$ cat config.mk
export PLATFORM = sky130hd
export DESIGN_NAME = spi_flash_loader
export DESIGN_NICKNAME = d
export VERILOG_FILES = /design/src/rtl/nileswan_pkg.sv /design/src/rtl/spi_shift_engine.sv /design/src/rtl/spi_flash_loader.sv
export SDC_FILE = /design/constraint.sdc
export NUM_CORES = 1
export LEC_CHECK = 0
export BUFFER_PORTS_ARGS = -buffer_cell sky130_fd_sc_hd__buf_4
export CAP_MARGIN = 20
export CORE_UTILIZATION = 45
export CTS_CLUSTER_SIZE = 12
export DETAILED_ROUTE_END_ITERATION = 10
export GPL_ROUTABILITY_DRIVEN = 1
export PLACE_DENSITY = 0.65
export RECOVER_POWER = 100
export SETUP_SLACK_MARGIN = 0.5
export SYNTH_ARGS = -nofsm -noshare
export SYNTH_HDL_FRONTEND = slang
export SYNTH_SLANG_ARGS = --single-unit
export TNS_END_PERCENT = 10
$ cat constraint.sdc
create_clock -name FastClk -period 4 [get_ports FastClk]
set_input_delay 0.4 -clock FastClk [delete_from_list [all_inputs] [get_ports FastClk]]
set_output_delay 0.4 -clock FastClk [all_outputs]
set_load 0.005 [all_outputs]
$ cat src/rtl/nileswan_pkg.sv
// Shared types and constants for the nileswan SPI flash boot loader.
package nileswan_pkg;

   typedef enum logic [2:0] {
      ST_IDLE     = 3'd0,
      ST_CS_SETUP = 3'd1,
      ST_CMD      = 3'd2,
      ST_ADDR     = 3'd3,
      ST_DATA     = 3'd4,
      ST_CS_HOLD  = 3'd5
   } loader_state_t;

   localparam logic [7:0] FLASH_CMD_READ = 8'h03;
   localparam int         SPI_ADDR_BYTES = 3;

   function automatic logic [8:0] clamp_count(input logic [8:0] req, input logic [8:0] lim);
      return (req > lim) ? lim : req;
   endfunction

endpackage

$ cat src/rtl/spi_shift_engine.sv
// Mode-0 SPI bit-cell generator: shifts one byte out MSB first while capturing one byte in.
module spi_shift_engine #(
   parameter int CLK_DIV = 1
) (
   input  logic       clk,
   input  logic       rst_n,
   input  logic       clear,
   input  logic       load,
   input  logic [7:0] byte_in,
   input  logic       di,
   output logic [7:0] byte_out,
   output logic       byte_done,
   output logic       byte_end,
   output logic       sclk,
   output logic       mosi
);
   localparam int CW = (CLK_DIV > 1) ? $clog2(CLK_DIV) : 1;

   logic          active;
   logic          high;
   logic [CW-1:0] div_cnt;
   logic [2:0]    bit_cnt;
   logic [6:0]    sh_out;
   logic [6:0]    sh_in;
   logic          tick;

   assign tick      = active && (div_cnt == CW'(CLK_DIV - 1));
   // byte_done fires on the 8th capture edge; byte_end on the last cycle of the 8th cell
   assign byte_done = tick && !high && (bit_cnt == 3'd7);
   assign byte_end  = tick && high && (bit_cnt == 3'd7);
   assign byte_out  = {sh_in, di};

   always_ff @(posedge clk) begin
      if (!rst_n || clear) begin
         active  <= 1'b0;
         high    <= 1'b0;
         div_cnt <= '0;
         bit_cnt <= '0;
         sh_out  <= '0;
         sh_in   <= '0;
         sclk    <= 1'b0;
         mosi    <= 1'b0;
      end else if (load) begin
         active  <= 1'b1;
         high    <= 1'b0;
         div_cnt <= '0;
         bit_cnt <= '0;
         sh_out  <= byte_in[6:0];
         mosi    <= byte_in[7];
         sclk    <= 1'b0;
      end else if (tick) begin
         div_cnt <= '0;
         if (!high) begin
            high  <= 1'b1;
            sclk  <= 1'b1;
            sh_in <= {sh_in[5:0], di};
         end else begin
            high <= 1'b0;
            sclk <= 1'b0;
            if (bit_cnt == 3'd7) begin
               active <= 1'b0;
            end else begin
               bit_cnt <= bit_cnt + 3'd1;
               sh_out  <= {sh_out[5:0], 1'b0};
               mosi    <= sh_out[6];
            end
         end
      end else if (active) begin
         div_cnt <= div_cnt + 1'b1;
      end
   end

endmodule

$ cat src/rtl/spi_flash_loader.sv
// SPI NOR READ sequencer: streams little-endian 16-bit words from flash into the boot RAM write port.
module spi_flash_loader
   import nileswan_pkg::*;
#(
   parameter int         CLK_DIV  = 1,
   parameter int         WORDS    = 256,
   parameter logic [7:0] READ_CMD = FLASH_CMD_READ
) (
   input  logic                       FastClk,
   input  logic                       nReset,
   input  logic                       Start,
   input  logic                       Abort,
   input  logic [23:0]                FlashAddr,
   input  logic [8:0]                 WordCount,
   output logic                       Busy,
   output logic                       Done,
   output logic                       SPI_Cs,
   output logic                       SPI_Clk,
   output logic                       SPI_Do,
   input  logic                       SPI_Di,
   output logic                       WrEn,
   output logic [$clog2(WORDS)-1:0]   WrAddr,
   output logic [15:0]                WrData
);
   localparam int CW = (CLK_DIV > 1) ? $clog2(CLK_DIV) : 1;
   localparam int AW = $clog2(WORDS);

   loader_state_t state;
   logic [CW-1:0] cnt;
   logic [23:0]   addr_q;
   logic [8:0]    words_left;
   logic [1:0]    addr_idx;
   logic          odd;
   logic [7:0]    byte0;
   logic          load;
   logic [7:0]    load_byte;
   logic [7:0]    rx_byte;
   logic          byte_done;
   logic          byte_end;
   logic          cnt_end;

   assign cnt_end = (cnt == CW'(CLK_DIV - 1));

   // Next byte is loaded on the last cycle of the current one so bit cells run back to back
   always_comb begin
      load      = 1'b0;
      load_byte = 8'h00;
      if (!Abort) begin
         case (state)
            ST_CS_SETUP: if (cnt_end) begin
               load      = 1'b1;
               load_byte = READ_CMD;
            end
            ST_CMD: if (byte_end) begin
               load      = 1'b1;
               load_byte = addr_q[23:16];
            end
            ST_ADDR: if (byte_end) begin
               load      = 1'b1;
               load_byte = (addr_idx == 2'd0) ? addr_q[15:8] :
                           (addr_idx == 2'd1) ? addr_q[7:0]  : 8'h00;
            end
            ST_DATA: load = byte_end && !(odd && words_left == 9'd1);
            default: ;
         endcase
      end
   end

   spi_shift_engine #(.CLK_DIV(CLK_DIV)) u_shift (
      .clk      (FastClk),
      .rst_n    (nReset),
      .clear    (Abort),
      .load     (load),
      .byte_in  (load_byte),
      .di       (SPI_Di),
      .byte_out (rx_byte),
      .byte_done(byte_done),
      .byte_end (byte_end),
      .sclk     (SPI_Clk),
      .mosi     (SPI_Do)
   );

   always_ff @(posedge FastClk) begin
      if (!nReset) begin
         state      <= ST_IDLE;
         SPI_Cs     <= 1'b1;
         Busy       <= 1'b0;
         Done       <= 1'b0;
         WrEn       <= 1'b0;
         WrAddr     <= '0;
         WrData     <= '0;
         cnt        <= '0;
         addr_q     <= '0;
         words_left <= '0;
         addr_idx   <= '0;
         odd        <= 1'b0;
         byte0      <= '0;
      end else begin
         Done <= 1'b0;
         WrEn <= 1'b0;
         if (WrEn)
            WrAddr <= (WrAddr == AW'(WORDS - 1)) ? '0 : WrAddr + 1'b1;
         if (Abort) begin
            state  <= ST_IDLE;
            SPI_Cs <= 1'b1;
            Busy   <= 1'b0;
         end else begin
            case (state)
               ST_IDLE: if (Start) begin
                  WrAddr <= '0;
                  if (WordCount == 9'd0) begin
                     Done <= 1'b1;
                  end else begin
                     state      <= ST_CS_SETUP;
                     SPI_Cs     <= 1'b0;
                     Busy       <= 1'b1;
                     cnt        <= '0;
                     addr_q     <= FlashAddr;
                     words_left <= clamp_count(WordCount, 9'(WORDS));
                  end
               end
               ST_CS_SETUP: begin
                  if (cnt_end) state <= ST_CMD;
                  else         cnt   <= cnt + 1'b1;
               end
               ST_CMD: if (byte_end) begin
                  state    <= ST_ADDR;
                  addr_idx <= '0;
               end
               ST_ADDR: if (byte_end) begin
                  if (addr_idx == 2'(SPI_ADDR_BYTES - 1)) begin
                     state <= ST_DATA;
                     odd   <= 1'b0;
                  end else begin
                     addr_idx <= addr_idx + 2'd1;
                  end
               end
               ST_DATA: begin
                  if (byte_done) begin
                     if (odd) begin
                        WrEn   <= 1'b1;
                        WrData <= {rx_byte, byte0};
                     end else begin
                        byte0 <= rx_byte;
                     end
                  end
                  if (byte_end) begin
                     odd <= ~odd;
                     if (odd) begin
                        words_left <= words_left - 9'd1;
                        if (words_left == 9'd1) begin
                           state <= ST_CS_HOLD;
                           cnt   <= '0;
                        end
                     end
                  end
               end
               ST_CS_HOLD: begin
                  if (cnt_end) begin
                     state  <= ST_IDLE;
                     SPI_Cs <= 1'b1;
                     Busy   <= 1'b0;
                     Done   <= 1'b1;
                  end else begin
                     cnt <= cnt + 1'b1;
                  end
               end
               default: state <= ST_IDLE;
            endcase
         end
      end
   end

endmodule

* Word-level counts from Yosys, hierarchy flattened
Index checks and enable logic that the tools add are counted.
** Operators by class
- Add/sub/neg operators :: 6
- Order comparisons :: 1
- Equal/unequal tests :: 22
- Muxes and demuxes :: 71
- Bitwise operators :: 10
- Reduce and logical (&&, ||, !) cells :: 41
** Operators by type and width (count)
- 2-to-1 mux 8 bit :: 10
- 2-to-1 mux 9 bit :: 5
- 2-to-1 mux 3 bit :: 10
- 2-to-1 mux 1 bit :: 28
- 2-to-1 mux 7 bit :: 4
- inequality test 2 bit, second input constant :: 12
- one-hot mux 8 bit (3 select lines) :: 1
- one-hot mux 3 bit (6 select lines) :: 1
- one-hot mux 9 bit (2 select lines) :: 1
- AND reduction 4 bit :: 4
- nonzero test 2 bit :: 7
- AND reduction 3 bit :: 4
- inverter 1 bit :: 10
- AND reduction 10 bit :: 1
- AND reduction 5 bit :: 2
- == test 3 bit, second input constant :: 3
- == test 9 x 1 -> 1 bit, second input constant :: 1
- > comparator 9 bit, second input constant :: 1
- zero test 9 bit :: 1
- subtractor 9 x 1 -> 9 bit, second input constant :: 1
- adder 8 x 1 -> 8 bit, second input constant :: 1
- == test 8 bit, second input constant :: 1
- 2-to-1 mux 2 bit :: 4
- one-hot mux 1 bit (2 select lines) :: 4
- other kinds (20) :: 34
** Storage, ports and cells
- Flip-flop bits (word level) :: 97
- Output and inout bits :: 30
- Logic and storage cells :: 171

* Longest topological paths before layout
Gate-level depths: netlist of run 1.
- Word-level depth :: 9
- Mapped depth :: 8
- Mapped depth without buffers :: 6

* Cells and area by module
From an unflattened synthesis of run 1, not the netlist that was laid out.
** Unflattened totals
- Cell total of the unflattened synthesis :: 561
- Area, all modules :: 4623.2 µm²
** By module, submodules not included
- spi_flash_loader :: times used 1, cells each 464, area an instance 3677.3 µm²
- spi_shift_engine :: times used 1, cells each 97, area an instance 945.9 µm²

* Worst setup path after synthesis of run 1
No wires, ideal clock.
- Path type :: flip-flop to flip-flop
- Start point :: register u_shift.bit_cnt[0]
- End point :: register u_shift.mosi
- Library setup time :: 132 ps
- Arrival :: 1779 ps
- Data required time :: 3868 ps
- Setup slack :: 2089 ps
- Stages on the path, launching flop included :: 8
- Buffers on the path :: 1
- Period minus slack after synthesis :: 1911 ps
- Cell sequence :: dfxtp_1 -> ha_1 -> ha_1 -> nor4bb_1 -> buf_2 -> mux2_2 -> o211ai_1 -> a21oi_1
** On the way
- Cells in the longest elaborated chain, start to end :: 7
- Elaborated cells on any way between the ends :: 15
** RTL lines
- start, declared :: RTL line spi_shift_engine.sv:22 : logic [2:0] bit_cnt;
- start signal, assigned :: RTL line spi_shift_engine.sv:63 : bit_cnt <= bit_cnt + 3'd1;
- == test 3 bit (*) :: RTL line spi_shift_engine.sv:30, spi_shift_engine.sv:60
- logical AND 1 bit :: RTL line spi_shift_engine.sv:30 : assign byte_end = tick && high && (bit_cnt == 3'd7);
- 2-to-1 mux 1 bit / logical AND 1 bit (equally long branches) :: RTL line spi_flash_loader.sv:54, spi_flash_loader.sv:58, spi_flash_loader.sv:63
- one-hot mux 1 bit (3 select lines) :: RTL line spi_flash_loader.sv:49 : case (state)
- 2-to-1 mux 1 bit :: RTL line spi_flash_loader.sv:48 : if (!Abort) begin
- inequality test 2 bit (no source line) / nonzero test 2 bit (equally long branches)
- AND reduction 3 bit (no source line)
- end signal, assigned :: RTL line spi_shift_engine.sv:49 : mosi <= byte_in[7];
- end signal, assigned :: RTL line spi_shift_engine.sv:65 : mosi <= sh_out[6];
- end, declared :: RTL line spi_shift_engine.sv:15 : output logic mosi
Every way passes the cells marked *; elsewhere a longest branch is shown, timed or not.
A chain may end at the register's enable or synchronous reset.

* Worst setup path after layout of run 1
- Start point :: register u_shift.bit_cnt[0]
- End point :: register u_shift.sh_in[3]
** On the way
- Cells in the longest elaborated chain, start to end :: 7
- Elaborated cells on any way between the ends :: 8
** RTL lines
- == test 3 bit (*) :: RTL line spi_shift_engine.sv:30
- logical AND 1 bit (*) :: RTL line spi_shift_engine.sv:30
- 2-to-1 mux 1 bit / logical AND 1 bit (equally long branches) :: RTL line spi_flash_loader.sv:54, spi_flash_loader.sv:58, spi_flash_loader.sv:63
- one-hot mux 1 bit (3 select lines) (*) :: RTL line spi_flash_loader.sv:49
- 2-to-1 mux 1 bit (*) :: RTL line spi_flash_loader.sv:48
- inverter 1 bit (no source line) (*)
- AND reduction 3 bit (no source line) (*)
- end signal, assigned :: RTL line spi_shift_engine.sv:56 : sh_in <= {sh_in[5:0], di};
- end, declared :: RTL line spi_shift_engine.sv:24 : logic [6:0] sh_in;
Marked as above.

==> results of run 1 <==
## sequential cells by signal, indices dropped and copies added, names as in the netlist, 2 cells and up
register	flops
u_shift.sh_in	7
state	3
u_shift.sh_out	7
WrAddr	8
WrData	16
u_shift.bit_cnt	3
addr_q	24
addr_idx	2
words_left	9
byte0	8
## power by group through the flow
stage / combinational, mW / sequential (mW) / clock (mW)
6_report: 0.125 / 0.991 / 0.570
5_1_grt: 0.140 / 0.994 / 0.628
4_1_cts: 0.131 / 0.991 / 0.586
3_5_place_dp: 0.130 / 1.01 / 0
3_3_place_gp: 0.128 / 1.01 / 0
2_1_floorplan: 0.0898 / 1.01 / 0
## final cells by class
class | count | area, um2 | area share
Multi-Input combinational cell | 360 | 2320 | 0.451
Tap cell | 133 | 166 | 0.0324
Sequential cell | 96 | 1920 | 0.374
Inverter | 14 | 52.6 | 0.0102
Timing Repair Buffer | 72 | 508 | 0.0988
Clock inverter | 6 | 43.8 | 0.00852
Clock buffer | 10 | 128 | 0.0248
## kinds of logic after synthesis
group           Yosys count  synth area share
compound gates          106             0.164
flops                    96             0.424
simple gates            196             0.222
fa+ha+maj                 8            0.0221
buf+inv                  52            0.0569
xor+xnor                  8            0.0155
mux                      42            0.0948
## stage by stage
step	hold slack, ps	total power [mW]	instances
3_5_place_dp	439	1.14	675
6_report	238	1.69	691
4_1_cts	235	1.71	691
3_3_place_gp	438	1.14	674
2_1_floorplan	424	1.09	508
5_1_grt	250	1.76	691
## worst paths after layout
| check | slack, ps | from | end |
|---|---|---|---|
| setup / recovery | 1110 | u_shift.bit_cnt[0] | u_shift.sh_in[3] |
| hold / removal | 240 | FlashAddr[15] | addr_q[15] |
| setup reg to reg | 1110 | u_shift.bit_cnt[0] | u_shift.sh_in[3] |
| hold reg to reg | 450 | Busy | Busy |
## per-layer routing
layer	routed length, um	vias up	global-route usage
met1	5100	1757	0.286
met4	167	0	0.0736
met3	409	15	0.0363
met5	0	-	0
li1	-	1905	-
met2	4350	82	0.301
## tightest hold or removal path, delay by kind of cell
family                 cells  cell delay, ps
AND/OR/NAND/NOR            1              50
buffers and inverters      1              80
AO/OA/AOI/OAI              1              60
## cell usage in the layout, fill, tap and decap left out, drive strengths merged, types with 6 or more instances in the layout
cell	netlist	final
o31ai	6	6
dfxtp	96	96
mux2	7	7
a311o	6	6
nand3	29	29
ha	8	8
mux2i	35	35
inv	14	15
nor2	60	60
buf	18	38
nand3b	14	14
nand2	50	50
a21oi	16	16
o21ai	33	33
o211ai	8	8
clkbuf	20	44
a31oi	9	9
==> metrics.cfg, run 1 <==
[status]
status=finished, violations left
violations=max-capacitance violations, max-slew violations

[pwr]
power_density_nw_per_um2=328
internal-power_mw=1.25
p_leak_nw=1.95
power.share.clock=0.338
p_sw_mw=0.433
p_sw_frac=0.257
peakVddDrop_mv=0.185
power_frac_comb=0.074
pwr-share-seq=0.588

[timing]
rsz0062_at_grt=false
fmax_mhz=346
min_period_over_period=0.723
timing.final.max_slew_violations=8
fin_skew_ps=14.7
relSlewSlack=-0.0455
setup_tns_ps=0
finalSetupViolations=0
setup_slack_ps=1110
tightestPinTransition_ps=1560
period_minus_slack_ps=2890
hold_viol=0

[placement]
place_congestion=0.814
port_buffers=67
dpl_worst_slack_ps=1650
dpl.hpwl_um=7180
dpl_cell_area_um2=5060

[detailed_routing]
postRouteAntennaNets=0
wl_per_cell_um=14.5
drc=0
first_pass_iters=5
wl_um=10000
routed_via_density=5.44
drt_iter0_markers=198
dr_total_vias=3759

[logic_synthesis]
synth_common_cells=dfxtp_1, nor2_1, nand2_1, mux2i_1, nand3_1
ys_ff_latch=96
synth_area_um2=4530
synthFlopType=dfxtp_1
post-synth-top-count-cell=dfxtp_1
ys_seq_area_frac=0.424
netlist_instances=508
synth_edf_count=0
synth_warnings=0
synthTopCellsByArea=dfxtp_1, mux2i_1, nor2_1
syn_nets=554
synth_cell_type_count=67
async_flop_share=0
synth_top_area_share=0.424
post_synth.cell_area_avg_um2=8.92
synth_top_cell_by_area=dfxtp_1

[floorplan]
start_util=0.463
core.rowCount=36
die_h_um=102
core_area_um2=9770
die_w_um=102
die_area_um2=10500
ios=68

[critical_path]
cp_slowest_cell=a311oi_1
r2r_cells=6
cp_num_cells=6
crit_arrival_ps=3120
crit_family=compound AO/OA/AOI/OAI gates
max_stage_delay_ps=1310
crit_required_ps=4220
worstPathCellList=ha_1 -> ha_1 -> and4b_1 -> a311oi_1 -> mux2i_1 -> nor2_1
cp-end-kind=register
crit_top_cell=ha_1
critPathMaxFanout=10
crit_buf_inv=0
worstSetupPathType=reg2reg
worstSetupStartpointType=register

[clock_network]
numCtsBuffers=9
insertion_delay_ps=370
cts-resized-gates=0
root_buffer=clkbuf_8
clkSlewWorstSetupHoldPaths_ps=90
cts.path.max_buffers=2
h-tree-depth=3
cts_setup_buffers=0
ctsHoldBuffers=0
tritoncts=built
cts_num_sinks=96

[final_layout]
drive_gt1_frac=0.181
syn2layout_area_growth_pct=13.5
layout.nets=599
n_fill_cell=942
diodes=0
utilization=0.526
final_cell_area_um2=5140

[global_routing]
grt_usage=0.200
grt_pass1_vias=3412
grt_max_degree=63
grt.overflow.total=0
antenna_found_initial=0
grt_pass1_wl_um=16400

[min_path]
hp-class=in2reg
hold_depth=3

[job]
maxCapViolCount=1

(Power assumes the default switching activity.)
==> run 2: changes to the inputs <==
- ABC_AREA: unset -> 1
- PLACE_DENSITY: 0.65 -> 0.66
- clock period: 4 -> 2.8 ns (I/O delays scaled with it)
==> run 2 against run 1 <==
The run still ends with max-capacitance violations, max-slew violations left. Fmax rose by 24%. Non-clock buffer count rose by 3. Sequential share of layout area fell by 0.21 points. Global-route usage rose by 1.3 points. Sequential cell count did not move. Utilization rose by 2.6 points. Via count rose by 11%.
==> metrics.cfg, run 2 <==
[logic_synthesis]
ys_ff_latch=96  ; unchanged
synth_common_cells=nand2_1, dfxtp_1, nor2_1, a21oi_1
synthFlopType=dfxtp_1
synth_xor_area_frac=0.00396  ; -0.0115
synth_cell_type_count=37  ; -45%
synth_top_family_by_area=simple AND/OR/NAND/NOR gates
post_synth.cell_area_avg_um2=7.06  ; -21%
synth_top_area_share=0.435  ; +0.0103
syn_nets=672  ; +21%
synth_compound_area_frac=0.169  ; +0.00457
yosys-mux-area-fraction=0  ; -0.0948
post-synth-top-count-cell=nand2_1
synth_warnings=0  ; unchanged
async_flop_share=0  ; unchanged
synth_edf_count=0  ; unchanged
synthTopCellsByArea=dfxtp_1, nand2_1, a21oi_1
synth_area_um2=4420  ; -2.4%
synth_top_cell_by_area=dfxtp_1
netlist_instances=626  ; +23%
synthAdderAreaFrac=0.0226  ; +0.000538
synth-simple-area-share=0.285  ; +0.0628
ys_seq_area_frac=0.435  ; +0.0103

[clock_network]
cts_num_sinks=96  ; unchanged
root_buffer=clkbuf_8
tritoncts=built
ctsHoldBuffers=0  ; unchanged
insertion_delay_ps=360  ; about the same
h-tree-depth=3  ; unchanged
numCtsBuffers=9  ; unchanged
clkSlewWorstSetupHoldPaths_ps=100  ; about the same
cts.path.max_buffers=2  ; unchanged

[detailed_routing]
dr_total_vias=4182  ; +11%
first_pass_iters=5  ; unchanged
wl_um=10300  ; +2.4%
drc=0  ; unchanged
postRouteAntennaNets=0  ; unchanged
routed_via_density=5.10  ; -6.2%
drt_iter0_markers=190  ; -4.0%
wl_per_cell_um=12.5  ; -14%

[global_routing]
grt_pass1_wl_um=17400  ; +6.0%
antenna_found_initial=0  ; unchanged
grt_usage=0.213  ; +0.0128
grt_pass1_vias=3861  ; +13%
grt_max_degree=40  ; -37%
grt.overflow.total=0  ; unchanged

[final_layout]
final_common_cell=nand2_1
syn2layout_area_growth_pct=16.9
regMostFlops=addr_q
diodes=0  ; unchanged
layout.nets=732  ; +22%
drive_gt1_frac=0.148  ; -0.0334
n_fill_cell=979  ; +3.9%
regArea_um2=1920  ; unchanged
largest_reg_flops=24  ; unchanged
multi_input_area_um2=2100  ; -9.4%
reg_top3=addr_q: 24 flops, WrData: 16 flops, words_left: 9 flops
utilization=0.552  ; +0.0257
final_cell_mix=nand2_1, dfxtp_1, nor2_1

[job]
maxCapViolCount=1  ; unchanged

[floorplan]
die_h_um=101  ; -1.2%
core_area_um2=9370  ; -4.1%
core.rowCount=35  ; -2.8%
start_util=0.472  ; +0.00844
die_area_um2=10200  ; -2.3%
die_w_um=101  ; -1.2%
ios=68  ; unchanged

[timing]
hold_viol=0  ; unchanged
min_period_over_period=0.836  ; +0.113
timing.final.max_slew_violations=40  ; +32
tightestPinTransition_ps=1510  ; -49.3 ps
relSlewSlack=-0.00554  ; +0.0399
rsz0062_at_grt=true
hold_slack_ps=178  ; -59.6 ps
finalSetupViolations=0  ; unchanged
fmax_mhz=427  ; +24%
fin_skew_ps=11.8  ; -2.88 ps
setup_tns_ps=0  ; unchanged
period_minus_slack_ps=2340  ; -552 ps

[status]
violations=max-capacitance violations, max-slew violations
status=finished, violations left

[critical_path]
max_stage_delay_ps=380  ; -930 ps
worstSetupStartpointType=register
cp_slowest_cell=dfxtp_1
worstPathCellList=nor2_1 -> nand2_4 -> inv_1 -> nand2_1 -> nor2_1 -> clkbuf_1 -> inv_1 -> nor2_1 -> nor2_1
cp-end-kind=register
worstSetupPathType=reg2reg
crit_arrival_ps=2600  ; -520 ps
critPathMaxFanout=15  ; +5
crit_top_cell=nor2_1
crit_required_ps=3060  ; -1160 ps

[min_path]
hp-class=in2reg

[placement]
dpl.hpwl_um=7460  ; +3.9%
port_buffers=67  ; unchanged
place_congestion=0.839  ; +3.0%

[pwr]
peakVddDrop_mv=0.322  ; +74%
p_leak_nw=2.26  ; +16%
power_density_nw_per_um2=520  ; +58%

## run 2: worst max-delay path: cells and delay by family, from the launching register on
kind,cells,cell delay [ps]
buf+inv,3,890
simple gates,6,970
flops,1,380
## run 2: worst paths after layout
kind / slack (ps) / depth (start not counted) / to / startpoint
max: 460 / 9 / byte0[0] / state[0]
min: 180 / 3 / WrData[8] / SPI_Di
max reg2reg: 460 / 9 / byte0[0] / state[0]
min reg2reg: 460 / 2 / addr_q[19] / addr_q[19]
## run 2: where the power goes
group	leakage [nW]	internal (mW)	switching [mW]
clock network	0.103	0.415	0.496
registers	0.778	1.41	0.0272
logic	1.38	0.126	0.215
total	2.26	1.95	0.738
## run 2: layout make-up
class / count / area share
clock inverters: 7 / 0.0138
multi-input cells: 440 / 0.406
inverters: 64 / 0.0465
well taps: 129 / 0.0312
repair buffers: 75 / 0.106
clock buffers: 9 / 0.0240
flip-flops and latches: 96 / 0.372
## run 2: layer usage
layer  track usage  up-vias  wire [um]
met1         0.292     1908       5080
met2         0.344       93       4580
met4        0.0669        0        114
met5             0        -          0
met3        0.0340       10        490
li1              -     2171          -
## run 2: logic make-up after synthesis
| group | count (synthesis) |
|---|---|
| buf+inv | 90 |
| xor+xnor | 2 |
| compound gates | 144 |
| fa+ha+maj | 8 |
| simple gates | 286 |
| flops | 96 |
## run 2: metrics by stage
step	setup WS, ps	std cells	area, um2	power (mW)
floorplan	1040	626	4420	1.70
global placement	660	804	5010	1.80
detailed placement	573	804	5010	1.81
CTS	553	820	5210	2.71
global route	205	820	5170	2.82
finish	458	820	5170	2.69
## run 2: timing repair
item,CTS,global route
resized for setup,0,2
endpoints found under the setup margin,0,21
buffers inserted,0,0
==> run 3: changes to the inputs <==
- ABC_AREA: 1 -> 0
- PLACE_DENSITY: 0.66 -> 0.65
- clock period: 2.8 -> 2.3 ns (I/O delays scaled with it)
==> run 3 against run 2 <==
The run now ends clean. Sequential cell count is the same. Via count is 3.8% lower. Global-route usage is 0.42 points lower. Final cell count decreased by 12%. Critical path depth is 2 lower. Register-to-register slack worse by 230 ps. First-iteration DRC count decreased by 5.3%. Clock power rose by 26%.
==> metrics.cfg, run 3 (synthesis results as in run 1) <==
[timing]
fmax_mhz=482  ; +13%
min_period_over_period=0.902  ; +0.0658
timing.final.max_slew_violations=0  ; -100%
finalSetupViolations=0  ; unchanged
fin_skew_ps=14.2  ; +2.38 ps
setup_tns_ps=0  ; unchanged
rsz0062_at_grt=true
period_minus_slack_ps=2080  ; -267 ps
relSlewSlack=0.633  ; +0.638
tightestPinTransition_ps=551  ; -957 ps
hold_viol=0  ; unchanged

[critical_path]
r2r_slack_ps=220  ; -230 ps
cp-end-kind=register
crit_required_ps=2600  ; -460 ps
crit_arrival_ps=2370  ; -230 ps
worstSetupPathType=reg2reg
critPathMaxFanout=7  ; -8
worstSetupStartpointType=register

[global_routing]
antenna_found_initial=0  ; unchanged
grt.overflow.total=0  ; unchanged
grt_pass1_wl_um=17300  ; -0.52%
grt_usage=0.209  ; -0.00418
grt_pass1_vias=3537  ; -8.4%
grt_max_degree=44  ; +10%

[detailed_routing]
wl_met2_um=5320  ; +16%
top_layer=met4
postRouteAntennaNets=0  ; unchanged
wl_per_cell_um=15.8  ; +26%
wl_um=11500  ; +12%
drt-met1-wl_um=5490  ; +8.1%
dr_total_vias=4022  ; -3.8%
routed_via_density=5.55  ; +8.8%
first_pass_iters=5  ; unchanged
route.met3.wl_um=555  ; +13%
drt_iter0_markers=180  ; -5.3%
drc=0  ; unchanged

[floorplan]
start_util=0.463  ; -0.00844
ios=68  ; unchanged
die_w_um=102  ; +1.2%
die_area_um2=10500  ; +2.4%
die_h_um=102  ; +1.2%
core_area_um2=9770  ; +4.3%
core.rowCount=36  ; +2.9%

[pwr]
p_sw_frac=0.258  ; -0.0166
power_frac_comb=0.096  ; -0.031
pwr-share-seq=0.541  ; +0.007
p_sw_mw=0.821  ; +11%
peakVddDrop_mv=0.371  ; +15%
internal-power_mw=2.36  ; +21%
power_mw=3.18  ; +18%
power.share.clock=0.362  ; +0.023
power_density_nw_per_um2=553  ; +6.4%
p_leak_nw=2.20  ; -2.7%

[clock_network]
h-tree-depth=3  ; unchanged
insertion_delay_ps=360  ; about the same
root_buffer=clkbuf_8
tritoncts=built
cts_num_sinks=96  ; unchanged
clkSlewWorstSetupHoldPaths_ps=100  ; about the same
cts.path.max_buffers=2  ; unchanged
numCtsBuffers=9  ; unchanged

[placement]
place_congestion=0.859  ; +2.3%
dpl.hpwl_um=7300  ; -2.2%
port_buffers=67  ; unchanged

[final_layout]
final_common_cell=dfxtp_1
reg_top3=addr_q: 24 flops, WrData: 16 flops, words_left: 9 flops
layout.nets=633  ; -14%
regMostFlops=addr_q
final_cell_mix=dfxtp_1, buf_4, nor2_1
diodes=0  ; unchanged
drive_gt1_frac=0.280  ; +0.133
largest_reg_flops=24  ; unchanged
syn2layout_area_growth_pct=26.9

[status]
status=finished, final reports clean

[min_path]
hp-class=in2reg

[job]
maxCapViolCount=0  ; -1

==> run 3: metal layers <==
| metal | vias to the layer above | GRT usage |
|---|---|---|
| li1 | 1973 | - |
| met1 | 1936 | 0.298 |
| met2 | 103 | 0.325 |
| met3 | 10 | 0.0383 |
| met4 | 0 | 0.0516 |
| met5 | - | 0 |
==> run 3: what timing repair did <==
item / in CTS / in global routing
setup endpoints to repair: 87 / 86
hold endpoints to repair: 0 / 0
pin swaps: 9 / 10
setup buffers: 12 / 6
gates resized for setup: 23 / 36
gates cloned: 2 / 3
hold buffers: 0 / 0
==> run 3: critical path, cell delays in order, from the launching register on <==
cell,delay (ps)
dfxtp_1,340
buf_8,130
or4b_1,520
a311oi_1,440
buf_6,220
clkbuf_16,150
nand3_1,90
o21ai_1,120
==> run 3: power groups by stage <==
| stage | clock [mW] | sequential [mW] | combinational [mW] |
|---|---|---|---|
| final | 1.15 | 1.72 | 0.306 |
| after global routing | 1.25 | 1.72 | 0.330 |
| after CTS | 1.18 | 1.72 | 0.280 |
| after detailed placement | 0 | 1.76 | 0.246 |
| after global placement | 0 | 1.76 | 0.241 |
| after floorplan | 0 | 1.75 | 0.156 |
==> run 3: path summary, 6_finish.rpt <==
path	start	to	cells after the start
worst max-delay path	state[2]	addr_q[0]	7
worst min-delay path	FlashAddr[15]	addr_q[15]	3
worst max register to register	state[2]	addr_q[0]	7
worst min register to register	Busy	Busy	2
==> run 3: final cells by class <==
class	instances	area, um2
Clock buffer	10	128
Clock inverter	6	76.3
Fill cell	922	4030
Inverter	14	52.6
Multi-Input combinational cell	360	2490
Sequential cell	96	1930
Tap cell	133	166
Timing Repair Buffer	106	900
==> run 3: stage by stage <==
stage                     worst slack [ps]  hold WS, ps  instances  instance area (um2)  utilization
final                                  225         81.8        725                 5750        0.588
after global routing                   179         76.2        725                 5750        0.588
after CTS                              384         77.9        716                 5570        0.570
after detailed placement               252          446        686                 5150        0.527
after global placement                 321          438        686                 5150        0.527
after floorplan                        484          360        508                 4550            -
